### config.mk
export PLATFORM = sky130hd
export DESIGN_NAME = sound_event_queue_flat
export DESIGN_NICKNAME = d
export VERILOG_FILES = /design/src/rtl/sound_event_queue_pkg.sv /design/src/rtl/sound_event_queue_if.sv /design/src/rtl/sound_event_queue_fifo_ram.sv /design/src/rtl/sound_event_queue.sv /design/src/flat_wrapper.sv
export SDC_FILE = /design/constraint.sdc
export NUM_CORES = 1
export LEC_CHECK = 0
export CAP_MARGIN = 40
export CELL_PAD_IN_SITES_DETAIL_PLACEMENT = 1
export CELL_PAD_IN_SITES_GLOBAL_PLACEMENT = 1
export CORE_MARGIN = 1
export CORE_UTILIZATION = 53
export DETAILED_ROUTE_END_ITERATION = 7
export PLACE_DENSITY = 0.91
export SLEW_MARGIN = 20
export SYNTH_ARGS = -nofsm -noshare
export SYNTH_HDL_FRONTEND = slang
export SYNTH_SLANG_ARGS = --single-unit
### constraint.sdc
create_clock -name clk -period 10.8 [get_ports clk]
set_input_delay 2.16 -clock clk [delete_from_list [all_inputs] [get_ports clk]]
set_output_delay 2.16 -clock clk [all_outputs]
set_load 0.02 [all_outputs]
### src/rtl/sound_event_queue_pkg.sv
// Shared constants and types for the play_sound event queue.
package sound_event_queue_pkg;

  localparam logic [7:0] CMD_PLAY_SOUND = 8'hfa;
  localparam logic [7:0] DROPS_MAX      = 8'hff;

  typedef enum logic [1:0] {
    StIdle    = 2'd0,
    StPresent = 2'd1,
    StHold    = 2'd2
  } ho_state_e;

endpackage

### src/rtl/sound_event_queue_if.sv
// CPU-side push/status and consumer-side request signals of the sound event queue.
interface sound_event_queue_if #(
  parameter int unsigned LOG2_DEPTH = 4
);
  logic [7:0]          cpu_wdata;
  logic                cpu_push;
  logic                cpu_clr;
  logic [LOG2_DEPTH:0] stat_level;
  logic                stat_full;
  logic                stat_ovf;
  logic [7:0]          stat_drops;
  logic [7:0]          req_sound_id;
  logic                req_valid;
  logic                req_ready;

  modport master (
    input  cpu_wdata, cpu_push, cpu_clr, req_ready,
    output stat_level, stat_full, stat_ovf, stat_drops, req_sound_id, req_valid
  );

  modport slave (
    output cpu_wdata, cpu_push, cpu_clr, req_ready,
    input  stat_level, stat_full, stat_ovf, stat_drops, req_sound_id, req_valid
  );
endinterface

### src/rtl/sound_event_queue_fifo_ram.sv
// 2**AW x 8 RAM, one write port and one registered read port (EBR or distributed RAM).
module sound_fifo_ram #(
  parameter int unsigned AW = 4
) (
  input  logic          clk,
  input  logic          we,
  input  logic [AW-1:0] waddr,
  input  logic [7:0]    wdata,
  input  logic [AW-1:0] raddr,
  output logic [7:0]    rdata
);
  logic [7:0] mem [0:(1 << AW) - 1];

  always_ff @(posedge clk) begin
    if (we) mem[waddr] <= wdata;
    rdata <= mem[raddr];
  end
endmodule

### src/rtl/sound_event_queue.sv
// In-order play_sound event queue with a programmable hold-off between presented events.
module sound_event_queue
  import sound_event_queue_pkg::*;
#(
  parameter int unsigned LOG2_DEPTH = 4,
  parameter int unsigned HOLDOFF    = 0,
  parameter int unsigned HO_W       = 16
) (
  input logic                 clk,
  input logic                 rst,
  sound_event_queue_if.master bus
);
  typedef logic [LOG2_DEPTH-1:0] ptr_t;
  typedef logic [LOG2_DEPTH:0]   lvl_t;

  localparam lvl_t            DEPTH_LVL = {1'b1, {LOG2_DEPTH{1'b0}}};
  localparam logic [HO_W-1:0] HO_LOAD   = (HOLDOFF == 0) ? '0 : HO_W'(HOLDOFF - 1);

  ho_state_e       state_q;
  ptr_t            wr_ptr_q, rd_ptr_q, rd_ptr_d;
  lvl_t            level_q, level_nxt;
  logic [HO_W-1:0] ho_cnt_q;
  logic            valid_q, full_q, ovf_q, byp_hit_q;
  logic [7:0]      id_q, drops_q, byp_q, ram_rdata, head_data;
  logic            transfer, push_ok, drop, ram_empty, leaving, load;

  // rd_ptr addresses the oldest entry not yet moved into the output register.
  always_comb begin
    transfer  = valid_q & bus.req_ready;
    push_ok   = bus.cpu_push & ~bus.cpu_clr & ((level_q != DEPTH_LVL) | transfer);
    drop      = bus.cpu_push & ~bus.cpu_clr & (level_q == DEPTH_LVL) & ~transfer;
    level_nxt = level_q + lvl_t'(push_ok) - lvl_t'(transfer);
    ram_empty = (level_q == lvl_t'(state_q == StPresent));
    leaving   = (state_q == StIdle) | ((state_q == StHold) & (ho_cnt_q == '0)) |
                (transfer & (HOLDOFF == 0));
    load      = leaving & (level_nxt != '0) & ~bus.cpu_clr;
    rd_ptr_d  = (rst | bus.cpu_clr) ? '0 : rd_ptr_q + ptr_t'(load);
    // Read-before-write RAM: a write to the prefetch address last cycle is taken from byp_q.
    head_data = ram_empty ? bus.cpu_wdata : (byp_hit_q ? byp_q : ram_rdata);
  end

  sound_fifo_ram #(
    .AW(LOG2_DEPTH)
  ) u_ram (
    .clk  (clk),
    .we   (push_ok),
    .waddr(wr_ptr_q),
    .wdata(bus.cpu_wdata),
    .raddr(rd_ptr_d),
    .rdata(ram_rdata)
  );

  always_ff @(posedge clk) begin
    if (rst | bus.cpu_clr) begin
      state_q   <= StIdle;
      wr_ptr_q  <= '0;
      rd_ptr_q  <= '0;
      level_q   <= '0;
      ho_cnt_q  <= '0;
      valid_q   <= 1'b0;
      full_q    <= 1'b0;
      ovf_q     <= 1'b0;
      drops_q   <= '0;
      id_q      <= '0;
      byp_q     <= '0;
      byp_hit_q <= 1'b0;
    end else begin
      level_q   <= level_nxt;
      full_q    <= (level_nxt == DEPTH_LVL);
      rd_ptr_q  <= rd_ptr_d;
      byp_q     <= bus.cpu_wdata;
      byp_hit_q <= push_ok & (wr_ptr_q == rd_ptr_d);
      if (push_ok) wr_ptr_q <= wr_ptr_q + ptr_t'(1);
      if (drop) begin
        ovf_q <= 1'b1;
        if (drops_q != DROPS_MAX) drops_q <= drops_q + 8'd1;
      end
      if (load) id_q <= head_data;
      case (state_q)
        StIdle: begin
          if (load) begin
            state_q <= StPresent;
            valid_q <= 1'b1;
          end
        end
        StPresent: begin
          if (transfer) begin
            if (HOLDOFF != 0) begin
              state_q  <= StHold;
              valid_q  <= 1'b0;
              ho_cnt_q <= HO_LOAD;
            end else if (!load) begin
              state_q <= StIdle;
              valid_q <= 1'b0;
            end
          end
        end
        StHold: begin
          if (ho_cnt_q != '0) begin
            ho_cnt_q <= ho_cnt_q - HO_W'(1);
          end else if (load) begin
            state_q <= StPresent;
            valid_q <= 1'b1;
          end else begin
            state_q <= StIdle;
          end
        end
        default: begin
          state_q <= StIdle;
          valid_q <= 1'b0;
        end
      endcase
    end
  end

  assign bus.req_valid    = valid_q;
  assign bus.req_sound_id = id_q;
  assign bus.stat_level   = level_q;
  assign bus.stat_full    = full_q;
  assign bus.stat_ovf     = ovf_q;
  assign bus.stat_drops   = drops_q;
endmodule
### src/flat_wrapper.sv
// flat-port wrapper written by rule: the top's interface ports become plain ports
module sound_event_queue_flat import sound_event_queue_pkg::*;
#(
  parameter int unsigned LOG2_DEPTH = 4,
  parameter int unsigned HOLDOFF    = 0,
  parameter int unsigned HO_W       = 16
)
  (clk, rst, bus_cpu_wdata, bus_cpu_push, bus_cpu_clr, bus_req_ready, bus_stat_level, bus_stat_full, bus_stat_ovf, bus_stat_drops, bus_req_sound_id, bus_req_valid);
  sound_event_queue_if #(.LOG2_DEPTH(LOG2_DEPTH)) bus_i ();
  input logic clk;
  input logic rst;
  input wire logic [$bits(bus_i.cpu_wdata)-1:0] bus_cpu_wdata;
  input wire logic [$bits(bus_i.cpu_push)-1:0] bus_cpu_push;
  input wire logic [$bits(bus_i.cpu_clr)-1:0] bus_cpu_clr;
  input wire logic [$bits(bus_i.req_ready)-1:0] bus_req_ready;
  output wire logic [$bits(bus_i.stat_level)-1:0] bus_stat_level;
  output wire logic [$bits(bus_i.stat_full)-1:0] bus_stat_full;
  output wire logic [$bits(bus_i.stat_ovf)-1:0] bus_stat_ovf;
  output wire logic [$bits(bus_i.stat_drops)-1:0] bus_stat_drops;
  output wire logic [$bits(bus_i.req_sound_id)-1:0] bus_req_sound_id;
  output wire logic [$bits(bus_i.req_valid)-1:0] bus_req_valid;
  assign bus_i.cpu_wdata = bus_cpu_wdata;
  assign bus_i.cpu_push = bus_cpu_push;
  assign bus_i.cpu_clr = bus_cpu_clr;
  assign bus_i.req_ready = bus_req_ready;
  assign bus_stat_level = bus_i.stat_level;
  assign bus_stat_full = bus_i.stat_full;
  assign bus_stat_ovf = bus_i.stat_ovf;
  assign bus_stat_drops = bus_i.stat_drops;
  assign bus_req_sound_id = bus_i.req_sound_id;
  assign bus_req_valid = bus_i.req_valid;
  sound_event_queue #(.LOG2_DEPTH(LOG2_DEPTH), .HOLDOFF(HOLDOFF), .HO_W(HO_W)) u_core (.clk(clk), .rst(rst), .bus(bus_i));
endmodule
==> After elaboration in Yosys (flattened, before gate mapping) <==
Memory sizes are Yosys's and may differ from the RTL's. A register that Yosys moved wholly into a read port is not among the register bits.
Index checks and enable logic that the tools add are counted.
{ "op_classes": {"n_bitwise": 15, "eq_ne": 12, "n_reduce_logical": 8, "n_addsub": 6, "mux": 16} }
{ "ops": {"columns": ["operator", "n"], "rows": [
  ["16-bit zero test", 1],
  ["8-bit two-way mux", 2],
  ["16-bit nonzero test", 1],
  ["16-bit by 1-bit subtractor with 16-bit output (second input constant)", 1],
  ["5-bit equality test (second input constant)", 2],
  ["1-bit bitwise AND", 9],
  ["8-bit by 1-bit adder with 8-bit output (second input constant)", 1],
  ["2-bit two-way mux", 4],
  ["8-bit != test (second input constant)", 1],
  ["1-bit two-way mux", 7],
  ["2-bit case mux with 3 select lines", 1],
  ["5-bit by 1-bit adder with 5-bit output", 1],
  ["5-bit by 1-bit equality test with 1-bit output", 1],
  ["5-bit != test (second input constant)", 1],
  ["5-bit nonzero test", 1],
  ["5-bit by 1-bit subtractor with 5-bit output", 1],
  ["4-bit by 1-bit adder with 4-bit output", 1],
  ["4-bit by 1-bit adder with 4-bit output (second input constant)", 1],
  ["4-bit equality test", 1],
  ["4-bit two-way mux", 1],
  ["2-bit by 1-bit != test with 1-bit output (second input constant)", 2],
  ["2-bit != test (second input constant)", 2],
  ["1-bit OR", 4],
  ["2-bit AND reduction", 2],
  ["7 further kinds", 8]
]} }
{ "totals": {"register_bits": 59, "inputBits": 13, "wordCells": 70, "memories": 1, "mem_bits_rw": 128, "out_inout_bits": 24} }
{ "mem_list": {"columns": ["name", "depth", "word_bits", "rd", "rd_ports_with_merged_regs", "write_ports", "line_no", "source"], "rows": [
  ["u_core.u_ram.mem", 16, 8, 1, 1, 1, "sound_event_queue_fifo_ram.sv:12", "logic [7:0] mem [0:(1 << AW) - 1];"]
]} }

==> Depth between registers and ports, before layout <==
Gate-level depths: netlist of run 1.
{ "depth": {"word_depth": 12, "depth_mapped": 23, "depth_no_buf": 20} }

==> Modules after synthesis <==
From an unflattened synthesis of run 1, not the netlist that was laid out.
{ "hier_totals": {"hier_cells": 453, "area_unflattened_um2": 7184.4} }
{ "modules_own_cells": {"columns": ["mod", "seq_area_each_um2", "n_inst", "area_per_inst_um2", "cells_per_inst"], "rows": [
  ["sound_fifo_ram", 4003.8, 1, 5147.4, 229],
  ["sound_event_queue", 840.8, 1, 2037.0, 224]
]} }

==> Worst setup path after synthesis of run 1 <==
No wires, ideal clock.
{ "synth_path": {"path_kind": "in2reg", "startpoint": "input bus_cpu_clr", "endpoint": "register u_core.u_ram.rdata[0], read port of u_core.u_ram.mem", "arrival_ns": 5.963, "t_required_ns": 10.685, "cell_stages": 21, "n_path_buf": 5, "setup_ns": 0.115, "slack_ns": 4.723, "cell_sequence": "buf_2 -> buf_6 -> a311oi_4 -> ha_1 -> inv_1 -> fa_1 -> xnor2_1 -> or3b_4 -> o31ai_2 -> buf_6 -> inv_1 -> ha_1 -> ha_1 -> clkbuf_1 -> nand2_1 -> inv_2 -> buf_6 -> a2bb2oi_1 -> o211ai_1 -> o211ai_1 -> o21a_1"} }
{ "synth_between": {"elab_chain_cells": 10, "word_cells_on_any_way": 11, "cone_classes": "add/sub: 3; mux: 1; bitwise: 6; reduce/logical: 1"} }
{ "synth_lines": {"columns": ["item", "line_no", "source"], "rows": [
  ["start: declaration", "flat_wrapper.sv:14", "input wire logic [$bits(bus_i.cpu_clr)-1:0] bus_cpu_clr;"],
  ["1-bit NOT", "sound_event_queue.sv:30", "push_ok = bus.cpu_push & ~bus.cpu_clr & ((level_q != DEPTH_LVL) | transfer);"],
  ["1-bit bitwise AND (2 in series)", "sound_event_queue.sv:30", null],
  ["via u_core.push_ok", "sound_event_queue.sv:25", "logic transfer, push_ok, drop, ram_empty, leaving, load;"],
  ["5-bit by 1-bit adder with 5-bit output", "sound_event_queue.sv:32", "level_nxt = level_q + lvl_t'(push_ok) - lvl_t'(transfer);"],
  ["5-bit by 1-bit subtractor with 5-bit output", "sound_event_queue.sv:32", null],
  ["5-bit nonzero test", "sound_event_queue.sv:36", "load = leaving & (level_nxt != '0) & ~bus.cpu_clr;"],
  ["1-bit bitwise AND (2 in series)", "sound_event_queue.sv:36", null],
  ["4-bit by 1-bit adder with 4-bit output", "sound_event_queue.sv:37", "rd_ptr_d = (rst | bus.cpu_clr) ? '0 : rd_ptr_q + ptr_t'(load);"],
  ["4-bit two-way mux", "sound_event_queue.sv:37", null],
  ["end: declaration", "sound_event_queue_fifo_ram.sv:10", "output logic [7:0] rdata"]
]} }
The timed path passes the listed nets, and every way through them passes these cells.
A chain may end at the register's enable or synchronous reset.

==> Final worst setup path of run 1 <==
{ "layout_path": {"startpoint": "input bus_req_ready", "endpoint": "register u_core.u_ram.rdata[7], read port of u_core.u_ram.mem"} }
{ "layout_between": {"elab_chain_cells": 10, "word_cells_on_any_way": 11, "cone_classes": "add/sub: 3; mux: 1; bitwise: 6; reduce/logical: 1"} }
{ "layout_lines": {"columns": ["item", "line_no", "source"], "rows": [
  ["start: declaration", "flat_wrapper.sv:15", "input wire logic [$bits(bus_i.req_ready)-1:0] bus_req_ready;"],
  ["1-bit bitwise AND", "sound_event_queue.sv:29", "transfer = valid_q & bus.req_ready;"],
  ["1-bit OR", "sound_event_queue.sv:30", null],
  ["1-bit bitwise AND", "sound_event_queue.sv:30", null],
  ["via u_core.push_ok", "sound_event_queue.sv:25", null],
  ["5-bit by 1-bit adder with 5-bit output", "sound_event_queue.sv:32", null],
  ["5-bit by 1-bit subtractor with 5-bit output", "sound_event_queue.sv:32", null],
  ["5-bit nonzero test", "sound_event_queue.sv:36", null],
  ["1-bit bitwise AND (2 in series)", "sound_event_queue.sv:36", null],
  ["4-bit by 1-bit adder with 4-bit output", "sound_event_queue.sv:37", null],
  ["4-bit two-way mux", "sound_event_queue.sv:37", null]
]} }
The timed path passes the listed nets, and every way through them passes these cells.

==> run metrics, run 1 <==
Synth Flop Type edfxtp_1; library cells used by synthesis 48; P&R area growth vs syn 14.06%; io pins 37; R2R Setup Slk 5.01 ns; asr flop ratio synth 0; Worst EP required 11.13 ns; largest cells by area after synthesis edfxtp_1 50%, dfxtp_1 13%, mux2i_1 5.8%; Die Area 0.01503 mm2; I/O Buffers 36; PD cells 210.5 mW/mm2; CP arrival 7.72 ns; DPL Wire Length 12970 um; Rel. slew slack 0.4211; simple-gate area share of the yosys netlist 0.1148; post-synthesis adder-cell area fraction 0.02370; Comb pwr share 0.243; first-pass GRT wire length 32570 um; Final Skew 0.01058 ns; crit path kind input pin to flip-flop; detailed-router iteration count before antenna repair 5; Setup Viol. Count Final 0; Final Slew Violations 0; post-synth top area cell edfxtp_1; switching share of power 0.3124; proportion of synthesized area in mux cells 0.07159; CTS sink count 178; Sw Pwr 578.3 uW; Avg Cell Area, Syn 12.55 um2; crit path cell chain clkdlybuf4s50_1 -> nand2_2 -> a311oi_4 -> ha_1 -> inv_1 -> fa_1 -> nand2b_1 -> a21oi_1 -> xnor2_1 -> o31ai_2 -> inv_1 -> ha_4 -> ha_1 -> buf_4 -> nand2_1 -> inv_2 -> a2bb2oi_1 -> o211ai_1 -> o21ai_0 -> o21a_1; Synth top area share 0.4987; flops & latches, synth 178; Hold Fails Final Rpt 0; pin count of the biggest net entering global routing 59; post-DR wirelength/cell 25.62 um; Setup Fix Bufs, Post-CTS 0; Final Net Count 668; die outline width 122.6 um; DRC 0; final period utilization 0.6837; total core area 0.01404 mm2; grt total ovfl 0; Syn. warnings 0; commonest cells in the synthesized netlist 128 x edfxtp_1, 58 x nor2_1, 50 x dfxtp_1; number of synthesized flops with an enable pin 128; CP max stage cell a311oi_4; Mapped Cells 614; clock share of power 0.338; CTS resizes 0; CTS tree yes; vias in the first global route 5581; Final TNS setup 0 ns; largest family of logic cells by synthesized area simple AND/OR/NAND/NOR gates; Netlist Area Pre-Place 0.007707 mm2; IR Drop Worst-Case VDD 0.1262 mV; syn_nets 641; Rows 43; # fillers 1347; clock period minus worst slack 7.384 ns; H-tree lvl count 4; final wirelength 21340 um; fmax 135.4 MHz; LEAKAGE 0.002942 uW; antenna violations before repair 0; Initial DRC Count 525; xor-xnor portion of the synthesized cell area 0.02159; Hold WS 0.4682 ns; drt via density 6.371; RSZ-0062 raised after global routing false; Compound-Gate Fraction of Synth Area 0.1021; hold-fix buffers at CTS 0; top-count cell post-synth edfxtp_1; measured slew at the worst slew-check pin 0.8657 ns; Int Pwr 1273 uW; outcome finished clean; starting density of the core 0.5489; worst-skew pair later-pin latency 0.44 ns; Sequential Power Share 0.419; Seq/Total Area, Yosys 0.6286; type of origin of the critical path input pin; clk slew on worst S/H paths 0.07 ns; utilization of the core after routing 0.6260; Die Span Y 122.6 um; Max Cap Viol 0; clock buffer count from CTS 17; Critical Path End Type flip-flop; class of the worst hold path flip-flop to flip-flop; Clock Tree Root clkbuf_16; CP Max Fanout 34; RePlAce Congestion 0.8410; post-route ant nets 0; gr usage total 0.3038; Vias 5307; slowest stage delay, CP 0.59 ns; Inserted Diodes 0; layout cell share with drive strength beyond 1 0.09954; worst-case clock buffer depth 2
## sequential cells by signal, summed over array words and instances (netlist names)
signal                   cells
u_core.bus.req_sound_id      8
u_core.bus.req_valid         1
u_core.bus.stat_drops        8
u_core.bus.stat_full         1
u_core.bus.stat_level        5
u_core.bus.stat_ovf          1
u_core.byp_hit_q             1
u_core.byp_q                 8
u_core.rd_ptr_q              4
u_core.state_q               1
u_core.u_ram.mem           128
u_core.u_ram.rdata           8
u_core.wr_ptr_q              4
## placed cells by master (no fill, tap or decap), types with 15 or more instances in the layout
cell type	n
a21oi_1	37
and2_1	15
clkbuf_16	17
clkdlybuf4s50_1	36
dfxtp_1	50
edfxtp_1	128
inv_1	15
mux2i_1	45
nand2_1	41
nor2_1	58
nor3_1	39
o211ai_1	25
o221ai_1	20
## power by group through the flow
stage / Sequential [uW] / Clock (uW) / Combinational [uW]
finish: 776 / 625 / 450
global route: 777 / 654 / 476
CTS: 775 / 630 / 440
detailed placement: 789 / 0 / 426
global placement: 788 / 0 / 388
floorplan: 793 / 0 / 301
## cells by family (layout without fill, tap and decap cells)
| kind of cell | Yosys count | after routing |
|---|---|---|
| multiplexers | 52 | 52 |
| adder cells (fa/ha/maj) | 14 | 14 |
| AO/OA/AOI/OAI | 111 | 111 |
| XOR/XNOR | 19 | 19 |
| AND/OR/NAND/NOR | 183 | 183 |
| buffers and inverters | 57 | 96 |
| flip-flops | 178 | 178 |
## per-stage QoR
step                cell area [um2]  std cells  setup WS, ns  power (uW)
floorplan                      7707        614         4.723        1093
global placement               8110        793         2.978        1176
detailed placement             8158        798         3.308        1215
CTS                            8735        829         3.546        1845
global route                   8791        833         3.172        1907
finish                         8791        833         3.416        1851
## critical path: cells and delay by family
family	cells	cell delay (ns)
fa+ha+maj	4	1.17
buf+inv	5	1.60
xor+xnor	1	0.15
compound gates	7	1.99
simple gates	3	0.59
## layer usage
metal	GRT usage	vias to the layer above	part of all wire
met5	0	-	0
met1	0.3765	2672	0.39
met4	0.1646	0	0.035
met2	0.4919	257	0.50
li1	-	2321	-
met3	0.07203	57	0.072
## path summary, 6_finish.rpt
kind,startpoint,to,cells after the start
hold reg to reg,u_core.bus.req_sound_id[7],u_core.bus.req_sound_id[7],2
setup reg to reg,u_core.bus.stat_level[2],u_core.u_ram.rdata[7],21
hold / removal,u_core.bus.req_sound_id[7],u_core.bus.req_sound_id[7],2
setup / recovery,bus_req_ready,u_core.u_ram.rdata[7],20
## final cells by class
cell class	instances	area, um2	share of cell area
clock buffers	18	429.2	0.04882
clock inverters	13	147.6	0.01679
inverters	16	60.06	0.006832
multi-input cells	379	2595	0.2952
flip-flops and latches	178	4845	0.5511
well taps	180	225.2	0.02562
repair buffers	49	489.2	0.05565
Power figures use the tool's default switching activity.
==> run 2: changes to the inputs <==
CORE_UTILIZATION = 49   (was 53)
PLACE_DENSITY = 0.86   (was 0.91)
clock period = 6.82 ns   (was 10.8 ns; I/O delays follow)
==> run metrics, run 2 (same netlist as run 1, synthesis figures left out) <==
Sw Pwr 880.2 uW (was 578.3 uW); pre-CTS setup slack 0.4423 ns (was 3.308 ns); CTS sink count 178 (unchanged); Setup Fix Bufs, Post-CTS 0 (unchanged); Sequential Power Share 0.420 (was 0.419); clock buffer count from CTS 17 (unchanged); Die Area 0.01623 mm2 (was 0.01503 mm2); post-route ant nets 0 (unchanged); Rows 45 (was 43); placed instance area 0.008237 mm2 (was 0.008158 mm2); Rel. slew slack 0.4559 (was 0.4211); class of the worst hold path flip-flop to flip-flop (unchanged); pin count of the biggest net entering global routing 59 (unchanged); switching share of power 0.3009 (was 0.3124); r2r endpoint u_core.u_ram.rdata[0] (was u_core.u_ram.rdata[7]); # fillers 1511 (was 1347); R2R Path Start u_core.bus.stat_level[3] (was u_core.bus.stat_level[2]); LEAKAGE 0.002992 uW (was 0.002942 uW); Hold WS 0.4660 ns (was 0.4682 ns); Final Slew Violations 0 (unchanged); worst-skew pair later-pin latency 0.44 ns (about the same); Final Skew 0.01032 ns (was 0.01058 ns); Int Pwr 2045 uW (was 1273 uW); Top reg by flops u_core.u_ram.mem (unchanged); drt via density 6.023 (was 6.371); PD cells 328.5 mW/mm2 (was 210.5 mW/mm2); slowest stage delay, CP 0.66 ns (was 0.59 ns); first-pass GRT wire length 31740 um (was 32570 um); Worst EP required 7.15 ns (was 11.13 ns); crit path kind input pin to flip-flop (unchanged); worst-case clock buffer depth 2 (unchanged); grt total ovfl 0 (unchanged); CP arrival 6.48 ns (was 7.72 ns); Hold Path Sink u_core.bus.req_sound_id[6] (was u_core.bus.req_sound_id[7]); worst reg-to-reg path cell count 19 (was 21); I/O Buffers 36 (unchanged); CP most frequent cell inv_1; P&R area growth vs syn 15.54% (was 14.06%); RSZ-0062 raised after global routing false (unchanged); Finished Cell Area 0.008905 mm2 (was 0.008791 mm2); type of origin of the critical path input pin (unchanged); Hold Startpoint u_core.bus.req_sound_id[6] (was u_core.bus.req_sound_id[7]); IR Drop Worst-Case VDD 0.1978 mV (was 0.1262 mV); Critical Path End Type flip-flop (unchanged); CTS tree yes (unchanged); Clock Tree Root clkbuf_16 (unchanged); Setup Viol. Count Final 0 (unchanged); Comb pwr share 0.237 (was 0.243); CTS resizes 0 (unchanged); R2R Setup Slk 1.41 ns (was 5.01 ns); final worst slack 0.6745 ns (was 3.416 ns); commonest non-fill, non-tap cell in the layout edfxtp_1 (unchanged); Final Net Count 678 (was 668); vias in the first global route 5593 (was 5581); clock share of power 0.343 (was 0.338); total core area 0.01526 mm2 (was 0.01404 mm2); outcome finished clean (unchanged); number of flip-flops in the largest register 128 (unchanged); final period utilization 0.9011; fmax 162.7 MHz; Final Power 2925 uW (was 1851 uW); Max Cap Viol 0 (unchanged); antenna violations before repair 0 (unchanged); Die Span Y 127.4 um (was 122.6 um); most frequent cells in the layout 128 x edfxtp_1, 58 x nor2_1, 50 x dfxtp_1 (unchanged); post-DR wirelength/cell 24.38 um (was 25.62 um); DRC 0 (unchanged); measured slew at the worst slew-check pin 0.8137 ns (was 0.8657 ns); hold path depth 2 (unchanged); Vias 5270 (was 5307); io pins 37 (unchanged); RePlAce Congestion 0.8258 (was 0.8410); H-tree lvl count 4 (unchanged); CP Max Fanout 51 (was 34); hold-fix buffers at CTS 0 (unchanged); die outline width 127.4 um (was 122.6 um); Inserted Diodes 0 (unchanged); gr usage total 0.2709 (was 0.3038); final wirelength 21330 um (was 21340 um); crit path cell chain clkdlybuf4s50_1 -> nand2_2 -> a311oi_4 -> ha_1 -> inv_1 -> fa_1 -> xnor2_1 -> or3b_4 -> o31ai_2 -> buf_4 -> inv_1 -> ha_4 -> buf_12 -> mux2i_1 -> a2bb2oi_1 -> o211ai_1 -> o21ai_0 -> o21a_1 (was clkdlybuf4s50_1 -> nand2_2 -> a311oi_4 -> ha_1 -> inv_1 -> fa_1 -> nand2b_1 -> a21oi_1 -> xnor2_1 -> o31ai_2 -> inv_1 -> ha_4 -> ha_1 -> buf_4 -> nand2_1 -> inv_2 -> a2bb2oi_1 -> o211ai_1 -> o21ai_0 -> o21a_1); clk slew on worst S/H paths 0.07 ns (about the same); Final TNS setup 0 ns (unchanged); clock period minus worst slack 6.145 ns; Initial DRC Count 452 (was 525); detailed-router iteration count before antenna repair 5 (unchanged); CP max stage cell ha_4 (was a311oi_4); DPL Wire Length 12680 um (was 12970 um); Hold Fails Final Rpt 0 (unchanged); layout cell share with drive strength beyond 1 0.1114 (was 0.09954); starting density of the core 0.5051 (was 0.5489)
-- run 2: cell types whose count changed in the layout (fill, tap and decap cells not counted), sizes merged --
cell	delta
buf	+10
inv	-5
clkinv	+3
bufinv	+1
clkbuf	+1
clkinvlp	+1
-- run 2: power by group through the flow --
stage	registers (uW)	logic, uW	clock network, uW
2_1_floorplan	1260	476	0
3_3_place_gp	1250	621	0
3_5_place_dp	1250	663	0
4_1_cts	1230	683	1000
5_1_grt	1230	739	1050
6_report	1230	693	1000
-- run 2: worst max-delay path by stage --
stage / cells after the start / start / slack (ns) / endpoint
global route: 18 / bus_req_ready / 0.45 / u_core.u_ram.rdata[6]
detailed placement: 18 / bus_req_ready / 0.44 / u_core.u_ram.rdata[6]
floorplan: 21 / bus_cpu_clr / 1.54 / u_core.u_ram.rdata[0]
finish: 18 / bus_req_ready / 0.67 / u_core.u_ram.rdata[0]
global placement: 18 / bus_req_ready / 0.64 / u_core.u_ram.rdata[7]
CTS: 18 / bus_req_ready / 0.73 / u_core.u_ram.rdata[0]
-- run 2: worst max-delay path, delay by kind of cell --
kind                     cells  cell delay (ns)
AND/OR/NAND/NOR              2             0.53
XOR/XNOR                     1             0.17
multiplexers                 1             0.28
AO/OA/AOI/OAI                6             1.50
adder cells (fa/ha/maj)      3             1.33
buffers and inverters        5             1.27
-- run 2: area by class of cell --
| type | count | area (um2) | share of cell area |
|---|---|---|---|
| Clock buffer | 19 | 432.9 | 0.04862 |
| Clock inverter | 13 | 160.2 | 0.01799 |
| Inverter | 16 | 60.06 | 0.006744 |
| Multi-Input combinational cell | 379 | 2590 | 0.2909 |
| Sequential cell | 178 | 4845 | 0.5440 |
| Tap cell | 211 | 264.0 | 0.02965 |
| Timing Repair Buffer | 59 | 553.0 | 0.06210 |
-- run 2: through the flow --
step | utilization | instances
floorplan | - | 614
global placement | 0.5378 | 830
detailed placement | 0.5398 | 834
CTS | 0.5787 | 866
global route | 0.5836 | 875
finish | 0.5836 | 875
-- run 2: layer usage --
layer,track usage,vias up,part of all wire,routed length (um)
met5,0,-,0,0
met4,0.1275,0,0.031,664
met3,0.05611,49,0.056,1195
met2,0.4748,207,0.52,11010
met1,0.3186,2665,0.40,8462
li1,-,2349,-,-
==> run 3: changes to the inputs <==
SKIP_CTS_REPAIR_TIMING = 1   (was default)
SLEW_MARGIN = 5   (was 20)
==> run metrics, run 3 (same netlist as run 1, synthesis figures left out) <==
# fillers 1493 (was 1511); Rows 45 (unchanged); Final Net Count 670 (was 678); layout cell share with drive strength beyond 1 0.1021 (was 0.1114); I/O Buffers 36 (unchanged); worst reg-to-reg path cell count 19 (unchanged); Max Used Layer met4 (unchanged); H-tree lvl count 4 (unchanged); Clock Tree Root clkbuf_16 (unchanged); R2R Setup Slk 1.36 ns (was 1.41 ns); Die Area 0.01623 mm2 (unchanged); CP max stage cell ha_4 (unchanged); grt total ovfl 0 (unchanged); Final Skew 0.007428 ns (was 0.01032 ns); Top reg by flops u_core.u_ram.mem (unchanged); worst-skew pair later-pin latency 0.44 ns (about the same); class of the worst hold path flip-flop to flip-flop (unchanged); IR Drop Worst-Case VDD 0.2008 mV (was 0.1978 mV); Storage cell area 0.004845 mm2 (unchanged); antenna violations before repair 0 (unchanged); RSZ-0062 raised after global routing false (unchanged); fmax 161.0 MHz (was 162.7 MHz); crit path capture u_core.u_ram.rdata[6] (was u_core.u_ram.rdata[0]); post-DR wirelength/cell 22.85 um (was 24.38 um); CP arrival 6.54 ns (was 6.48 ns); final wirelength 19810 um (was 21330 um); CP Max Fanout 51 (unchanged); R2R Path Start u_core.bus.stat_level[2] (was u_core.bus.stat_level[3]); total core area 0.01526 mm2 (unchanged); Max Cap Viol 0 (unchanged); drt via density 5.903 (was 6.023); RePlAce Congestion 0.8258 (unchanged); crit path cell chain clkdlybuf4s50_1 -> nand2_2 -> a311oi_4 -> ha_1 -> inv_1 -> fa_1 -> xnor2_1 -> or3b_4 -> o31ai_2 -> buf_4 -> inv_1 -> ha_4 -> buf_12 -> nor2_1 -> a21oi_1 -> o221ai_1 -> mux2_2 -> mux2i_1 (was clkdlybuf4s50_1 -> nand2_2 -> a311oi_4 -> ha_1 -> inv_1 -> fa_1 -> xnor2_1 -> or3b_4 -> o31ai_2 -> buf_4 -> inv_1 -> ha_4 -> buf_12 -> mux2i_1 -> a2bb2oi_1 -> o211ai_1 -> o21ai_0 -> o21a_1); Critical Path End Type flip-flop (unchanged); clk slew on worst S/H paths 0.06 ns (was 0.07 ns); most frequent cells in the layout 128 x edfxtp_1, 58 x nor2_1, 50 x dfxtp_1 (unchanged); die outline width 127.4 um (unchanged); Setup Viol. Count Final 0 (unchanged); Rel. slew slack 0.3712 (was 0.4559); worst-case clock buffer depth 2 (unchanged); Worst EP required 7.15 ns (about the same); Final Power 2882 uW (was 2925 uW); post-route ant nets 0 (unchanged); number of flip-flops in the largest register 128 (unchanged); Hold Fails Final Rpt 0 (unchanged); starting density of the core 0.5051 (unchanged); Final TNS setup 0 ns (unchanged); gr usage total 0.2577 (was 0.2709); final period utilization 0.9108 (was 0.9011); Die Span Y 127.4 um (unchanged); Vias 5118 (was 5270); detailed-router iteration count before antenna repair 7 (was 5); measured slew at the worst slew-check pin 0.9398 ns (was 0.8137 ns); crit path launch bus_req_ready (unchanged); Inserted Diodes 0 (unchanged); crit path kind input pin to flip-flop (unchanged); io pins 37 (unchanged); Met2 Wirelength 10440 um (was 11010 um); PD cells 326.2 mW/mm2 (was 328.5 mW/mm2); footprint of the multi-input gates 0.002590 mm2 (unchanged); DRC 0 (unchanged); P&R area growth vs syn 14.64% (was 15.54%); clock period minus worst slack 6.212 ns (was 6.145 ns); vias in the first global route 5345 (was 5593); r2r endpoint u_core.u_ram.rdata[6] (was u_core.u_ram.rdata[0]); clock buffer count from CTS 17 (unchanged); pin count of the biggest net entering global routing 59 (unchanged); type of origin of the critical path input pin (unchanged); outcome finished clean (unchanged); DPL Wire Length 12610 um (was 12680 um); CP most frequent cell inv_1 (unchanged); first-pass GRT wire length 30420 um (was 31740 um); LEAKAGE 0.002954 uW (was 0.002992 uW); Final Slew Violations 0 (unchanged); Met3 Wirelength 1018 um (was 1195 um); slowest stage delay, CP 0.64 ns (was 0.66 ns); Post-Route M1 WL 7896 um (was 8462 um); CTS tree yes (unchanged); commonest non-fill, non-tap cell in the layout edfxtp_1 (unchanged); CTS sink count 178 (unchanged); Initial DRC Count 332 (was 452)
==> run 3: cell type report <==
cell class                 count  area share
clock buffer                  18     0.04857
clock inverter                14     0.01756
inverter                      16    0.006797
multi-input combinational    379      0.2931
sequential                   178      0.5483
tap                          211     0.02988
timing repair buffer          51     0.05579
==> run 3: layer usage <==
layer / vias up / global-route usage
met1: 2602 / 0.3048
met2: 148 / 0.4555
met3: 40 / 0.05988
met5: - / 0
met4: 0 / 0.09804
li1: 2328 / -
==> run 3: stage by stage <==
step / instance area, um2 / std cells / hold WS (ns) / worst slack, ns / utilization
finish: 8836 / 867 / 0.4640 / 0.6080 / 0.5791
global route: 8836 / 867 / 0.4921 / 0.4120 / 0.5791
CTS: 8821 / 866 / 0.4668 / 0.6588 / 0.5781
detailed placement: 8237 / 834 / 0.4578 / 0.4355 / 0.5398
global placement: 8207 / 830 / 0.4493 / 0.6400 / 0.5378
floorplan: 7707 / 614 / 0.4779 / 1.539 / -
==> run 3: power by group <==
group          leakage [uW]  internal [uW]  switching [uW]
Clock              0.000289            546             431
Combinational       0.00110            269             408
Sequential          0.00156           1200            29.3
Total               0.00295           2010             869
==> run 3: worst min-delay path by stage <==
stage | from | end | slack, ns | depth (start not counted)
finish | u_core.bus.req_sound_id[0] | u_core.bus.req_sound_id[0] | 0.46 | 2
global placement | u_core.bus.req_sound_id[4] | u_core.bus.req_sound_id[4] | 0.45 | 2
global route | u_core.bus.req_sound_id[1] | u_core.bus.req_sound_id[1] | 0.49 | 2
floorplan | u_core.state_q[0] | u_core.state_q[0] | 0.48 | 2
detailed placement | u_core.bus.req_sound_id[0] | u_core.bus.req_sound_id[0] | 0.46 | 2
CTS | u_core.bus.req_sound_id[0] | u_core.bus.req_sound_id[0] | 0.47 | 2
==> run 3: critical path: cells and delay by family <==
family,cells,cell delay (ns)
multiplexers,2,0.55
adder cells (fa/ha/maj),3,1.33
XOR/XNOR,1,0.17
buffers and inverters,5,1.27
AO/OA/AOI/OAI,4,1.17
AND/OR/NAND/NOR,3,0.64
